### src/rtl/sram_1rw_req_ctrl_pkg.sv
// Shared types and defaults for the single-port SRAM request controller.
// Sized for the 32 x 16384 1rw macro.
package sram_ctrl_pkg;

  localparam int DEF_BITS       = 32;
  localparam int DEF_WORD_DEPTH = 16384;
  localparam int DEF_ADDR_WIDTH = 14;

  localparam int FIFO_DEPTH = 2;
  localparam int CNT_W      = 2;

  typedef enum logic [0:0] {
    INIT = 1'b0,
    RUN  = 1'b1
  } state_e;

endpackage

### src/rtl/sram_1rw_req_ctrl_resp_fifo.sv
// Two-entry response buffer between the macro read port
// and the response handshake.
module sram_resp_fifo
  import sram_ctrl_pkg::*;
#(
  parameter int BITS = DEF_BITS
) (
  input  logic             clk,
  input  logic             rst_n,
  input  logic             push,
  input  logic             pop,
  input  logic [BITS-1:0]  wdata,
  output logic [BITS-1:0]  rdata,
  output logic [CNT_W-1:0] count
);

  logic [BITS-1:0]  mem [FIFO_DEPTH];
  logic             wr_ptr;
  logic             rd_ptr;
  logic [CNT_W-1:0] cnt_q;
  logic             do_push;
  logic             do_pop;

  assign do_pop  = pop && (cnt_q != '0);
  assign do_push = push &&
    ((cnt_q != CNT_W'(FIFO_DEPTH)) || do_pop);

  assign rdata = mem[rd_ptr];
  assign count = cnt_q;

  always_ff @(posedge clk) begin
    if (!rst_n) begin
      wr_ptr <= 1'b0;
      rd_ptr <= 1'b0;
      cnt_q  <= '0;
    end else begin
      if (do_push) wr_ptr <= ~wr_ptr;
      if (do_pop)  rd_ptr <= ~rd_ptr;
      unique case ({do_push, do_pop})
        2'b10:   cnt_q <= cnt_q + CNT_W'(1);
        2'b01:   cnt_q <= cnt_q - CNT_W'(1);
        default: cnt_q <= cnt_q;
      endcase
    end
  end

  // Storage is not reset; only the pointers define validity.
  always_ff @(posedge clk) begin
    if (do_push) mem[wr_ptr] <= wdata;
  end

endmodule

### src/rtl/sram_1rw_req_ctrl.sv
// Request-side controller for the sram_32x16384_1rw macro:
// zero-fill after reset, then credit-gated read/write requests.
module sram_1rw_req_ctrl
  import sram_ctrl_pkg::*;
#(
  parameter int BITS       = DEF_BITS,
  parameter int WORD_DEPTH = DEF_WORD_DEPTH,
  parameter int ADDR_WIDTH = DEF_ADDR_WIDTH
) (
  input  logic                  clk,
  input  logic                  rst_n,
  input  logic                  req_valid,
  output logic                  req_ready,
  input  logic                  req_we,
  input  logic [ADDR_WIDTH-1:0] req_addr,
  input  logic [BITS-1:0]       req_wdata,
  input  logic [BITS-1:0]       req_wmask,
  output logic                  resp_valid,
  input  logic                  resp_ready,
  output logic [BITS-1:0]       resp_rdata,
  output logic                  init_done,
  output logic                  sram_ce,
  output logic                  sram_we,
  output logic [ADDR_WIDTH-1:0] sram_addr,
  output logic [BITS-1:0]       sram_wd,
  output logic [BITS-1:0]       sram_wmask,
  input  logic [BITS-1:0]       sram_rd
);

  localparam logic [ADDR_WIDTH-1:0] LAST_ADDR =
    ADDR_WIDTH'(WORD_DEPTH - 1);

  state_e                state_q;
  logic [ADDR_WIDTH-1:0] init_cnt_q;
  logic                  rd_pending_q;
  logic [CNT_W-1:0]      count;
  logic [CNT_W:0]        credit;
  logic                  run;
  logic                  pop;
  logic                  accept;

  assign run = (state_q == RUN);
  assign pop = resp_valid && resp_ready;

  // Slots committed next cycle: buffered + in flight - leaving.
  assign credit = {1'b0, count}
                + {{CNT_W{1'b0}}, rd_pending_q}
                - {{CNT_W{1'b0}}, pop};

  assign req_ready = rst_n && run &&
    (credit < (CNT_W+1)'(FIFO_DEPTH));
  assign accept     = req_valid && req_ready;
  assign resp_valid = rst_n && (count != '0);
  assign init_done  = rst_n && run;

  always_comb begin
    sram_ce    = 1'b0;
    sram_we    = 1'b0;
    sram_addr  = '0;
    sram_wd    = '0;
    sram_wmask = '0;
    unique case (state_q)
      INIT: begin
        sram_ce    = rst_n;
        sram_we    = 1'b1;
        sram_addr  = init_cnt_q;
        sram_wd    = '0;
        sram_wmask = '1;
      end
      RUN: begin
        sram_ce    = accept;
        sram_we    = req_we;
        sram_addr  = req_addr;
        sram_wd    = req_wdata;
        sram_wmask = req_wmask;
      end
      default: ;
    endcase
  end

  always_ff @(posedge clk) begin
    if (!rst_n) begin
      state_q      <= INIT;
      init_cnt_q   <= '0;
      rd_pending_q <= 1'b0;
    end else begin
      rd_pending_q <= accept && !req_we;
      if (state_q == INIT) begin
        if (init_cnt_q == LAST_ADDR) begin
          state_q <= RUN;
        end else begin
          init_cnt_q <= init_cnt_q + ADDR_WIDTH'(1);
        end
      end
    end
  end

  sram_resp_fifo #(
    .BITS (BITS)
  ) u_resp_fifo (
    .clk   (clk),
    .rst_n (rst_n),
    .push  (rd_pending_q),
    .pop   (pop),
    .wdata (sram_rd),
    .rdata (resp_rdata),
    .count (count)
  );

endmodule

### config.mk
export PLATFORM = sky130hd
export DESIGN_NAME = sram_1rw_req_ctrl
export DESIGN_NICKNAME = d
export VERILOG_FILES = /design/src/rtl/sram_1rw_req_ctrl_pkg.sv /design/src/rtl/sram_1rw_req_ctrl_resp_fifo.sv /design/src/rtl/sram_1rw_req_ctrl.sv
export SDC_FILE = /design/constraint.sdc
export NUM_CORES = 1
export LEC_CHECK = 0
export ABC_AREA = 1
export CORE_UTILIZATION = 43
export CTS_BUF_LIST = sky130_fd_sc_hd__clkbuf_8
export DETAILED_ROUTE_END_ITERATION = 7
export GPL_ROUTABILITY_DRIVEN = 0
export GPL_TIMING_DRIVEN = 1
export PLACE_DENSITY = 0.88
export SETUP_SLACK_MARGIN = 0.1
export SLEW_MARGIN = 20
export SYNTH_ARGS = -nofsm -noshare
export SYNTH_HDL_FRONTEND = slang
export SYNTH_SLANG_ARGS = --single-unit
export TNS_END_PERCENT = 30
### constraint.sdc
create_clock -name clk -period 9.6 [get_ports clk]
set_clock_uncertainty 0.2 [all_clocks]
set_input_delay 1.92 -clock clk [delete_from_list [all_inputs] [get_ports clk]]
set_output_delay 1.92 -clock clk [all_outputs]
set_load 0.1 [all_outputs]
==> flow_results.org <==
** Critical path
- Type of origin of the critical path :: primary input
- Data on the critical path is required at its endpoint by 7480 ps.
- Critical-path cell with the highest stage delay :: clkdlybuf4s50_1
- Of all nets on the critical path, the largest fanout is 17.
- In this run the critical register-to-register path is launched from u_resp_fifo.count[1].
- Reg-to-reg slack, setup :: 7220 ps
- On the worst path, the slowest cell contributes a delay of 1180 ps.
- Cell count of the worst reg-to-reg path :: 13
- WS Path Type :: in2out
- Among the stages of the critical path, the cell type that occurs most often is nand2_1.
- End of the worst register-to-register path :: rd_pending_q
- Data arrival time of the critical path :: 5720 ps
- The signal on the critical path passes through clkdlybuf4s50_1 -> inv_2 -> a21oi_2 -> nand2_1 -> inv_1 -> ha_1 -> inv_1 -> nand2_1 -> fa_1 -> xnor2_1 -> nand2_1 -> nor2_1 -> nand2_1 -> o21ai_0 -> clkdlybuf4s50_1.
- STA classifies the critical path endpoint as an output port.

** Timing
- Setup violations remaining at the end of the flow were counted as 0.
- Final number of max-transition violations :: 0
- The count of endpoints failing hold in the final timing report came to 0.
- Dividing the final minimum period by the clock period gives 0.817.
- After layout, the worst setup slack is 1760 ps.
- Setup_tns :: 0 ps
- Slew HR :: 0.321
- Min Tclk post-route :: 7840 ps
- Achievable Freq :: 128 MHz
- Setup repair after global routing left no endpoint under its margin.
- Final hold analysis gives a worst-case slack of 301 ps.
- Slew at the pin closest to its max-slew limit :: 1020 ps

** Placed design
- Dpl cells :: 770
- Total of buffers placed on input and output ports :: 229
- Area post-placement :: 6520 um^2
- Detailed placement finished with a half-perimeter wire length of 8140 um.
- Prior to clock tree synthesis, the placed netlist has a worst setup slack of 1750 ps.

** Global route
- Number of global-route vias before repair :: 3774
- The first global-routing pass estimated 16900 um of wire.
- Maximum number of pins on one net before global-route repair :: 62
- For this run the aggregate overflow at the end of global routing stands at 0.
- Total global routing track utilization :: 0.214
- Number of antenna violations at the first check in global routing :: 0

** Finish
- At the end of the flow the core is filled with cells to 0.721.
- # nets final :: 771
- Area of the multi-input gates :: 1490 um^2
- 0 antenna diodes ended up in the layout.
- After the flow finishes, the layout carries non-filler instances totaling 785.
- The sequential cells in the finished layout cover a total of 2340 um^2.
- Share of post-route cells with drive strength above 1 :: 0.142
- The finished cells cover 6690 um^2.
- From synthesis to final layout, the design area changed by 62.0%.
- Fill cells in the final layout number 693.

** Die
- The initialized floorplan defines 35 standard-cell rows.
- The core region is 9280 um^2.
- The die is 100 um wide.
- 230 I/O pins were placed.
- The floorplan step defined a die boundary enclosing 10000 um^2.
- The die is 100 um tall.
- Initial Util :: 0.445

** Run
- The tool flagged a number of max-cap violations equal to 0.

** Logic synthesis
- The Yosys step of the flow raised 0 warnings.
- Synth Area per Inst :: 9.65 um^2
- The synthesized netlist occupies a cell area of 4130 um^2.
- The netlist uses 27 different library cells.
- Counting flops and latches in the post-synthesis netlist gives 85.
- The number of nets in the synthesized netlist is 547.
- Syn Inst Count :: 428
- Sequential element share of the synthesized area :: 0.567

** Clock network
- Clock-pin slew on the worst setup and hold paths :: 80 ps
- Post-CTS repair changed the size of 0 cells.
- Total CTS buffers :: 9
- TritonCTS Sinks :: 85
- For this design, the CTS-stage hold fixing added 0 buffers.
- In this run the clock root is driven by a clkbuf_8.
- Number of setup buffers added after CTS :: 0
- The H-tree generated during clock tree synthesis spans 3 levels.
- TritonCTS clock tree :: built
- Insertion delay of the later-clocked pin in the worst-skew pair :: 340 ps
- Worst-case clock buffer depth :: 2

** Pwr
- Total power density per cell area :: 103 nW/um^2
- Across the VDD grid, the largest voltage drop is 0.0668 mV.
- LEAKAGE :: 2.66 nW
- Power comes to 686 uW.

** Drt
- Mean number of vias per cell :: 4.67
- Initial DRT Pass Iterations :: 4
- Number of vias after detailed routing :: 3667
- In the routed design, unresolved DRC markers number 0.
- Once detail routing completed, the nets flagged for antenna violations numbered 0.
- Iter 0 DRT Violations :: 109
- After detailed routing, the average wire length per cell comes to 13.6 um.
- Total Wirelength :: 10600 um

** Min path
- Counting instances, the worst hold path has a depth of 2.
- Worst min-delay path endpoint :: u_resp_fifo.wr_ptr
- The worst hold path begins at u_resp_fifo.wr_ptr.
- The min-delay analysis places its worst path in the category reg2reg.

** Run status
- Run status :: finished clean
[power by group]
part	total, mW	switching (mW)	internal (mW)	leakage (nW)
clock network	0.222	0.127	0.0947	0.0783
registers	0.397	0.00202	0.395	0.745
logic	0.0674	0.0228	0.0446	1.84
[synth_stat cells (all sizes together)]
cell    count  area, um^2
xor2        1        8.76
fa          1        20.0
inv        58         218
mux2       32         360
dfxtp      21         420
nand3b      1        7.51
nor2       45         186
ha          3        37.5
buf        11        61.3
nor3        1        5.00
nand2     105         399
clkbuf      7        26.3
nand3      16        80.1
a21oi      14        73.8
xnor2       1        8.76
edfxtp     64        1920
or2        33         206
nand4       3        33.8
o21ai      11        55.1
[logic make-up after synthesis]
| family | Yosys count | share of synthesized area |
|---|---|---|
| simple gates | 204 | 0.222 |
| buf+inv | 76 | 0.0739 |
| fa+ha+maj | 4 | 0.0139 |
| flops | 85 | 0.567 |
| mux | 32 | 0.0872 |
| xor+xnor | 2 | 0.00424 |
| compound gates | 25 | 0.0312 |
[critical path: cells and delay by family]
family / cells / cell delay [ps]
AOI/OAI and AO/OA: 2 / 260
xor gates and xnor gates: 1 / 140
and+or+nand+nor: 5 / 470
buffers and inverters: 5 / 2320
adders and majority gates: 2 / 600
[how the worst max path moves through the flow]
stage | startpoint | to | slack, ps | cells after the start
2_1_floorplan | rst_n | sram_ce | 720 | 14
3_3_place_gp | rst_n | sram_ce | 1880 | 15
3_5_place_dp | rst_n | sram_ce | 1750 | 15
4_1_cts | rst_n | sram_ce | 1730 | 15
5_1_grt | rst_n | sram_ce | 1480 | 15
6_report | rst_n | sram_ce | 1760 | 15
[placed cells by master, fill, tap and decap left out, types with 2 or more instances in the layout]
| cell type | count |
|---|---|
| a21oi_1 | 13 |
| buf_4 | 2 |
| clkbuf_8 | 9 |
| clkdlybuf4s50_1 | 229 |
| clkinvlp_4 | 3 |
| dfxtp_1 | 20 |
| edfxtp_1 | 64 |
| ha_1 | 3 |
| inv_1 | 54 |
| inv_2 | 4 |
| inv_6 | 2 |
| mux2_1 | 2 |
| mux2_2 | 30 |
| nand2_1 | 103 |
| nand2_2 | 2 |
| nand3_1 | 16 |
| nand4_1 | 2 |
| nor2_1 | 41 |
| nor2_4 | 3 |
| o21ai_0 | 11 |
| or2_2 | 33 |
[layer usage]
layer / wire length, um / part of all wire / global-route usage
met5: 0 / 0 / 0
met1: 4210 / 0.40 / 0.243
met3: 794 / 0.075 / 0.0655
met4: 221 / 0.021 / 0.0747
met2: 5410 / 0.51 / 0.384
[final cells by class]
type,instances,share of cell area
timing repair buffer,231,0.345
sequential,85,0.350
inverter,58,0.0325
tap,129,0.0241
multi-input combinational,267,0.223
clock inverter,6,0.00729
clock buffer,9,0.0185
[flip-flops by register name, indices dropped and copies added, names as in the netlist, named ones only]
name	cells
init_cnt_q	14
rd_pending_q	1
run	1
u_resp_fifo.count	2
u_resp_fifo.mem	64
u_resp_fifo.rd_ptr	1
u_resp_fifo.wr_ptr	1
(Power assumes the default switching activity.)
==> variant (same settings) <==
The package constant `DEF_BITS` goes from 32 to 16.
--- a/src/rtl/sram_1rw_req_ctrl_pkg.sv
+++ b/src/rtl/sram_1rw_req_ctrl_pkg.sv
@@ -4,3 +4,3 @@
 
-  localparam int DEF_BITS       = 32;
+  localparam int DEF_BITS       = 16;
   localparam int DEF_WORD_DEPTH = 16384;
Ports: changed (6 resized); port bits go from 230 to 134. No check against the original RTL was run, so the function may have changed too.
==> variant against the original RTL <==
  * Routed wire length down 36%
  * First-iteration DRC count down 39%
  * Synthesized area down 33%
  * Worst setup slack better by 0.055 ns
  * Non-clock buffer count down 96
  * Sequential cell count down 32
  * Register-to-register slack about the same
  * Critical path depth unchanged
  * Final area down 37%
  * Total power down 39%
==> variant: results (changes against the original RTL) <==
* Layout Nets at 524 (was 771)
* Xor-xnor portion of the synthesized cell area at 0.00637 (was 0.00424)
* GRT Resource Usage Total at 0.209 (was 0.214)
* Largest stage delay, worst path at 1.15 ns (was 1.18 ns)
* Syn-to-layout area delta at 53.4% (was 62.0%)
* Cell area after placement at 0.00413 mm² (was 0.00652 mm²)
* WP data arrival at 5.67 ns (was 5.72 ns)
* Clock transition at the registers of the reported paths at 0.10 ns (was 0.08 ns)
* Syn_area_per_cell at 8.51 µm² (was 9.65 µm²)
* R2R Setup Slk at 7.23 ns (was 7.22 ns)
* Layout cells sized above 1 at 0.121 (was 0.142)
* Pre-CTS setup slack at 1.82 ns (was 1.75 ns)
* Leak at 1.71 nW (was 2.66 nW)
* Routed wire length per instance at 12.8 µm (was 13.6 µm)
* Fillers at 472 (was 693)
* Count of non-CTS inverters in the layout at 41 (was 58)
* Vias in the first global route at 2475 (was 3774)
* Fraction of area in multi-input gates at 0.273 (was 0.223)
* Clock-cell share at 0.0222 (was 0.0258)
* Clk_buf instances at 5 (was 9)
* Synthesized-area fraction occupied by adder cells at 0.0209 (was 0.0139)
* First-pass GRT wire length at 10600 µm (was 16900 µm)
* Register area share after synthesis at 0.502 (was 0.567)
* Max FFs per register at 32 (was 64)
* Seq_cells at 53 (was 85)
* Vias per cell at 4.78 (was 4.67)
* Dpl hpwl at 5220 µm (was 8140 µm)
* Sequential cell area share at 0.327 (was 0.350)
* Drt total wl at 6770 µm (was 10600 µm)
* Outcome: complete, no violations (unchanged)
* Worst slew pin tran at 1.00 ns (was 1.02 ns)
* Complex-gate fraction of the synthesized area at 0.0469 (was 0.0312)
* H-tree Lvls at 2 (was 3)
* Fraction of synthesized area in multiplexers at 0.0655 (was 0.0872)
* Peak supply drop at 83.3 µV (was 66.8 µV)
* Top post-synthesis cells by area: edfxtp_1 (35%), dfxtp_1 (15%), nand2_1 (12%), mux2_2 (6.6%), nor2_1 (5.6%) (was edfxtp_1 (47%), dfxtp_1 (10%), nand2_1 (9.4%), mux2_2 (8.2%), or2_2 (5.0%))
* Post-synthesis cell area at 0.00275 mm² (was 0.00413 mm²)
* Worst-Skew Late Latency at 0.30 ns (was 0.34 ns)
* Hold WS at 0.301 ns (about the same)
## variant: changes by cell type after synthesis, moves of 4 or more
cell	delta
buf_2	-4
clkbuf_1	-4
edfxtp_1	-32
inv_1	-15
mux2_2	-14
nand2_1	-17
or2_2	-16
## variant: worst max path at each step
stage / slack, ns / end / from / cells after the start
2_1_floorplan: 0.89 / sram_ce / rst_n / 13
3_3_place_gp: 1.94 / sram_ce / rst_n / 15
3_5_place_dp: 1.82 / sram_ce / rst_n / 15
4_1_cts: 1.82 / sram_ce / rst_n / 15
5_1_grt: 1.47 / sram_ce / rst_n / 15
6_report: 1.81 / sram_ce / rst_n / 15
## variant: power by group
part / leakage [nW] / switching, mW / internal (mW)
Combinational: 1.21 / 0.0190 / 0.0276
Sequential: 0.457 / 0.00137 / 0.242
Clock: 0.0447 / 0.0744 / 0.0527
Total: 1.71 / 0.0948 / 0.322
## variant: metal layers
layer	part of all wire	GRT usage
met1	0.38	0.220
met2	0.51	0.391
met3	0.095	0.0578
met4	0.017	0.0772
met5	0	0
